==> config.mk <==
export PLATFORM = sky130hd
export DESIGN_NAME = alu_issue_ctrl
export DESIGN_NICKNAME = d
export VERILOG_FILES = /design/src/rtl/alu_pkg.sv /design/src/rtl/alu_result_mux.sv /design/src/rtl/alu_issue_ctrl.sv
export SDC_FILE = /design/constraint.sdc
export NUM_CORES = 1
export LEC_CHECK = 0
export BUFFER_PORTS_ARGS = -buffer_cell sky130_fd_sc_hd__buf_2
export CORE_MARGIN = 10
export CORE_UTILIZATION = 45
export CTS_CLUSTER_DIAMETER = 30
export DETAILED_ROUTE_END_ITERATION = 8
export MAX_ROUTING_LAYER = met4
export PLACE_DENSITY_LB_ADDON = 0.05
export RECOVER_POWER = 100
export SYNTH_ARGS = -nofsm -noshare
export SYNTH_HDL_FRONTEND = slang
export SYNTH_SLANG_ARGS = --single-unit
==> constraint.sdc <==
create_clock -name clk -period 2.5 [get_ports clk]
set_input_delay 0.25 -clock clk [delete_from_list [all_inputs] [get_ports clk]]
set_output_delay 0.25 -clock clk [all_outputs]
set_load 0.01 [all_outputs]
==> src/rtl/alu_pkg.sv <==
// alu_pkg: shared definitions for the ALU issue controller.
//   - Unit codes as carried in alu_fun[3:2].
//   - Controller state encoding.
//   - UNIT_LATENCY: cycles from unit enable to the unit's registered result.
//   - unit_onehot(): maps a unit code to its one-hot enable vector.
package alu_pkg;

   localparam logic [1:0] UNIT_ARITH = 2'b00;
   localparam logic [1:0] UNIT_LOGIC = 2'b01;
   localparam logic [1:0] UNIT_CMP   = 2'b10;
   localparam logic [1:0] UNIT_SHIFT = 2'b11;

   localparam int unsigned UNIT_LATENCY = 1;

   typedef enum logic [1:0] {
      IDLE    = 2'd0,
      ISSUE   = 2'd1,
      CAPTURE = 2'd2,
      HOLD    = 2'd3
   } alu_state_e;

   // Bit n of the result is the enable for unit code n.
   function automatic logic [3:0] unit_onehot(input logic [1:0] unit);
      logic [3:0] oh;
      oh = 4'b0000;
      oh[unit] = 1'b1;
      return oh;
   endfunction

endpackage

==> src/rtl/alu_result_mux.sv <==
// alu_result_mux: combinational selection of one unit's result/flag pair.
// Ports:
//   unit                          unit code (alu_fun[3:2])
//   arith/logic/cmp/shift _out    registered unit results
//   arith/logic/cmp/shift _flag   registered unit flags
//   sel_data, sel_flag            selected result and flag
module alu_result_mux
   import alu_pkg::*;
#(
   parameter int unsigned WIDTH = 16
) (
   input  logic [1:0]       unit,
   input  logic [WIDTH-1:0] arith_out,
   input  logic [WIDTH-1:0] logic_out,
   input  logic [WIDTH-1:0] cmp_out,
   input  logic [WIDTH-1:0] shift_out,
   input  logic             arith_flag,
   input  logic             logic_flag,
   input  logic             cmp_flag,
   input  logic             shift_flag,
   output logic [WIDTH-1:0] sel_data,
   output logic             sel_flag
);

   always_comb begin
      sel_data = '0;
      sel_flag = 1'b0;
      unique case (unit)
         UNIT_ARITH: begin
            sel_data = arith_out;
            sel_flag = arith_flag;
         end
         UNIT_LOGIC: begin
            sel_data = logic_out;
            sel_flag = logic_flag;
         end
         UNIT_CMP: begin
            sel_data = cmp_out;
            sel_flag = cmp_flag;
         end
         UNIT_SHIFT: begin
            sel_data = shift_out;
            sel_flag = shift_flag;
         end
         default: begin
            sel_data = '0;
            sel_flag = 1'b0;
         end
      endcase
   end

endmodule

==> src/rtl/alu_issue_ctrl.sv <==
// alu_issue_ctrl: front-end controller for the ALU units.
// Accepts one command over cmd_valid/cmd_ready, pulses the decoded unit
// enable for one cycle, captures that unit's registered result one cycle
// later and offers it over res_valid/res_ready.
// Ports:
//   clk, rst                  clock, synchronous active-high reset
//   cmd_valid/ready/fun/a/b   command interface
//   alu_fun, a, b             function code and operands to the units
//   Arith_EN .. SHIFT_EN      one-cycle unit enables
//   *_out, *_flag             registered unit results and flags
//   res_valid/ready/data/flag/unit  result interface
// Build option: define ALU_OVERLAP_EN to accept a new command on the same
// edge as the result handshake (1 op per 3 cycles instead of 4).
module alu_issue_ctrl
   import alu_pkg::*;
#(
   parameter int unsigned WIDTH = 16
) (
   input  logic             clk,
   input  logic             rst,
   input  logic             cmd_valid,
   output logic             cmd_ready,
   input  logic [3:0]       cmd_fun,
   input  logic [WIDTH-1:0] cmd_a,
   input  logic [WIDTH-1:0] cmd_b,
   output logic [3:0]       alu_fun,
   output logic [WIDTH-1:0] a,
   output logic [WIDTH-1:0] b,
   output logic             Arith_EN,
   output logic             Logic_EN,
   output logic             CMP_EN,
   output logic             SHIFT_EN,
   input  logic [WIDTH-1:0] arith_out,
   input  logic [WIDTH-1:0] logic_out,
   input  logic [WIDTH-1:0] cmp_out,
   input  logic [WIDTH-1:0] shift_out,
   input  logic             arith_flag,
   input  logic             logic_flag,
   input  logic             cmp_flag,
   input  logic             shift_flag,
   output logic             res_valid,
   input  logic             res_ready,
   output logic [WIDTH-1:0] res_data,
   output logic             res_flag,
   output logic [1:0]       res_unit
);

   alu_state_e       state_q, state_d;
   logic [3:0]       fun_q, fun_d;
   logic [WIDTH-1:0] a_q, a_d;
   logic [WIDTH-1:0] b_q, b_d;
   logic [3:0]       en_q, en_d;
   logic             res_valid_q, res_valid_d;
   logic [WIDTH-1:0] res_data_q, res_data_d;
   logic             res_flag_q, res_flag_d;
   logic [1:0]       res_unit_q, res_unit_d;

   logic [WIDTH-1:0] sel_data;
   logic             sel_flag;
   logic             accept;

   // Selection depends only on the latched function code, which is stable
   // from issue until the next accept.
   alu_result_mux #(
      .WIDTH (WIDTH)
   ) u_result_mux (
      .unit       (fun_q[3:2]),
      .arith_out  (arith_out),
      .logic_out  (logic_out),
      .cmp_out    (cmp_out),
      .shift_out  (shift_out),
      .arith_flag (arith_flag),
      .logic_flag (logic_flag),
      .cmp_flag   (cmp_flag),
      .shift_flag (shift_flag),
      .sel_data   (sel_data),
      .sel_flag   (sel_flag)
   );

   always_comb begin
      cmd_ready = (state_q == IDLE);
`ifdef ALU_OVERLAP_EN
      if ((state_q == HOLD) && res_ready) begin
         cmd_ready = 1'b1;
      end
`endif
   end

   assign accept = cmd_valid & cmd_ready;

   always_comb begin
      state_d     = state_q;
      fun_d       = fun_q;
      a_d         = a_q;
      b_d         = b_q;
      en_d        = 4'b0000;   // enables are single-cycle pulses
      res_valid_d = res_valid_q;
      res_data_d  = res_data_q;
      res_flag_d  = res_flag_q;
      res_unit_d  = res_unit_q;

      unique case (state_q)
         IDLE: begin
            if (accept) begin
               fun_d   = cmd_fun;
               a_d     = cmd_a;
               b_d     = cmd_b;
               en_d    = unit_onehot(cmd_fun[3:2]);
               state_d = ISSUE;
            end
         end
         ISSUE: begin
            state_d = CAPTURE;
         end
         CAPTURE: begin
            // Units clear their outputs a cycle after disable: this is the
            // only cycle the selected result is present.
            res_data_d  = sel_data;
            res_flag_d  = sel_flag;
            res_unit_d  = fun_q[3:2];
            res_valid_d = 1'b1;
            state_d     = HOLD;
         end
         HOLD: begin
            if (res_ready) begin
               res_valid_d = 1'b0;
               state_d     = IDLE;
`ifdef ALU_OVERLAP_EN
               if (accept) begin
                  fun_d   = cmd_fun;
                  a_d     = cmd_a;
                  b_d     = cmd_b;
                  en_d    = unit_onehot(cmd_fun[3:2]);
                  state_d = ISSUE;
               end
`endif
            end
         end
         default: begin
            state_d = IDLE;
         end
      endcase
   end

   always_ff @(posedge clk) begin
      if (rst) begin
         state_q     <= IDLE;
         fun_q       <= '0;
         a_q         <= '0;
         b_q         <= '0;
         en_q        <= '0;
         res_valid_q <= 1'b0;
         res_data_q  <= '0;
         res_flag_q  <= 1'b0;
         res_unit_q  <= '0;
      end else begin
         state_q     <= state_d;
         fun_q       <= fun_d;
         a_q         <= a_d;
         b_q         <= b_d;
         en_q        <= en_d;
         res_valid_q <= res_valid_d;
         res_data_q  <= res_data_d;
         res_flag_q  <= res_flag_d;
         res_unit_q  <= res_unit_d;
      end
   end

   assign alu_fun   = fun_q;
   assign a         = a_q;
   assign b         = b_q;
   assign Arith_EN  = en_q[UNIT_ARITH];
   assign Logic_EN  = en_q[UNIT_LOGIC];
   assign CMP_EN    = en_q[UNIT_CMP];
   assign SHIFT_EN  = en_q[UNIT_SHIFT];
   assign res_valid = res_valid_q;
   assign res_data  = res_data_q;
   assign res_flag  = res_flag_q;
   assign res_unit  = res_unit_q;

endmodule

==> results by group <==
Worst setup path
  – CP top delay family: buffers and inverters
  – CP max FO: 19
  – WP buf/inv: 2
  – Critical path required time: 2.25 ns
  – Setup crit start kind: flip-flop
  – CP Cell Sequence: clkbuf_1 > buf_2
  – Crit-path slowest cell: clkbuf_1
  – R2R Setup Slk: 0.62 ns
  – Crit path DAT: 1.67 ns
  – WS Path Type: reg -> out
  – CP Capture Type: output pin
  – CP max stage delay: 0.75 ns

Global route
  – Total gr overflow: 0
  – First-pass GRT wire length: 12500 um
  – Vias in the first global route: 2518
  – Gr usage total: 0.180
  – Largest net degree at the start of global routing: 30
  – Initial antenna violation count: 0

Yosys
  – Largest area contributor in the netlist: dfxtp_1
  – Post-synth EDFFs: 0
  – Simple-gate share of the synthesized area: 0.159
  – Avg Inst Size Synth: 9.81 sq um
  – Post-synth top cells: nand2_1 (74), dfxtp_1 (62), a21oi_1 (39)
  – Adder-Cell Fraction of Synth Area: 0.0142
  – Main combinational cell family by area after synthesis: multiplexers
  – Top-area cell type share of the netlist area: 0.470
  – Predominant post-synthesis flop cell: dfxtp_1
  – Instance count of the mapped netlist: 269
  – Count leader, synth: nand2_1
  – Post-Synthesis Net Count: 380
  – Netlist cell types: 24
  – Compound-gate portion of the synthesized area: 0.0796
  – Multiplexer share of the synthesized area: 0.230
  – Mapped Area: 2640 sq um
  – Async S/R FF share, synth: 0
  – Synth Area in XOR/XNOR: 0
  – FF+latch count, synth: 62
  – YS warnings: 0
  – Synth top area cells: dfxtp_1 (47%), nand2_1 (11%), mux4_1 (9.0%)
  – Seq/Total Area, Yosys: 0.470

Place
  – GPL Wtd Cong: 0.769
  – Cell count after placement: 495
  – Placed Area: 3520 sq um
  – HPWL after DPL: 6670 um
  – Port buffer count: 168

Flow run
  – Max-cap check violation count: 0

Clock tree
  – Worst-path clk slew: 0.06 ns
  – CTS tree: yes
  – Root Driver: clkbuf_8
  – TritonCTS buffer count: 9
  – CTS Buffer Depth: 2
  – H-tree levels: 3
  – Clk sinks: 62
  – Setup bufs post-CTS: 0
  – CTS resizes: 0
  – Worst-Skew Late Latency: 0.32 ns
  – Post-CTS Hold Buffers: 0

Route
  – Remaining antenna violation count after routing: 0
  – Routed wire per std cell: 16.7 um
  – # DRC: 0
  – Drt total wl: 8500 um
  – Drt first pass iters: 4
  – Drt via density: 4.92
  – Iteration-0 DRC Markers: 81
  – Vias: 2509

Timing
  – Period utilisation layout: 0.769
  – Layout Skew: 0.00615 ns
  – Unrepaired setup endpoints after global routing: false
  – Slew margin rel.: 0.331
  – Final Setup Violations: 0
  – Setup TNS: 0 ns
  – Max Fclk: 0.520 GHz
  – Slew @ Worst Pin: 1.00 ns
  – Fin. max-slew vios: 0
  – Fin. Hold Viols: 0
  – Final min period: 1.92 ns

Finish
  – Post-layout instance area: 3590 sq um
  – Share of layout cells above drive strength 1: 0.308
  – Multi-input logic area: 1270 sq um
  – Sequential cell area: 1240 sq um
  – Final Util: 0.640
  – Synth-to-Final Area Change: 36.0%
  – Fillcell total: 527
  – # nets final: 545
  – Final non-filler cell total: 510
  – ANT cells: 0

Floorplanning
  – Ports: 169
  – Die H: 96.6 um
  – DIE AREA: 9330 sq um
  – Die W: 96.6 um
  – Num rows: 27
  – Starting Density: 0.471
  – Core Region: 5610 sq um

Pwr
  – P_leak: 0.00151 uW
  – Worst vdd ir: 0.000496 V
  – Pwr/cell area: 890 nW/um^2

Outcome
  – Status: complete, no violations

Min path
  – HP Class: in -> reg
report_power, final:
group	internal [uW]	switching, uW
combinational	474	677
sequential	1190	99.7
clock	409	344
total	2070	1120
worst paths after layout:
kind / startpoint / to / depth (start not counted)
max: alu_fun[3] / alu_fun[3] / 2
min reg2reg: a[6] / a[6] / 2
max reg2reg: state_q[0] / a[11] / 6
min: cmd_fun[3] / en_q[1] / 2
area by class of cell:
| cell class | instances | area share |
|---|---|---|
| flip-flops and latches | 62 | 0.346 |
| clock buffers | 14 | 0.0453 |
| clock inverters | 1 | 0.00139 |
| repair buffers | 175 | 0.225 |
| multi-input cells | 184 | 0.355 |
| well taps | 72 | 0.0251 |
| inverters | 2 | 0.00209 |
state kept, by name (all words and copies together) (netlist names):
register / flops
b: 16
en_q: 4
alu_fun: 4
state_q: 2
res_valid: 1
res_data: 16
a: 16
res_unit: 2
res_flag: 1
cell usage in the layout (no fill, tap or decap), drive strengths merged, types with 2 or more instances in the layout:
cell type  instances
buf              112
clkbuf            77
nand2             74
dfxtp             62
a21oi             39
nor2              21
mux2i             19
mux4              17
ha                 3
inv                2
nor4b              2
nand2b             2
cells by family (layout without fill, tap and decap cells):
| family | after synthesis | count (layout) |
|---|---|---|
| multiplexers | 36 | 36 |
| AND/OR/NAND/NOR | 104 | 104 |
| buffers and inverters | 23 | 192 |
| flip-flops | 62 | 62 |
| adder cells (fa/ha/maj) | 3 | 3 |
| AO/OA/AOI/OAI | 41 | 41 |
per-stage QoR:
stage | hold WS (ns) | total power, uW | setup slack (ns)
2_1_floorplan | 0.327 | 2110 | 1.03
4_1_cts | 0.127 | 3320 | 0.772
3_5_place_dp | 0.444 | 2560 | 0.781
3_3_place_gp | 0.439 | 2520 | 0.885
6_report | 0.147 | 3200 | 0.578
5_1_grt | 0.138 | 3420 | 0.364
routing by layer:
layer / up-vias / GRT usage / share of wire
li1: 1253 / - / -
met1: 1143 / 0.201 / 0.40
met2: 109 / 0.303 / 0.51
met3: 4 / 0.0493 / 0.082
met4: 0 / 0.0581 / 0.0059
met5: - / - / 0
No activity file was read; power rests on OpenSTA's default activity.
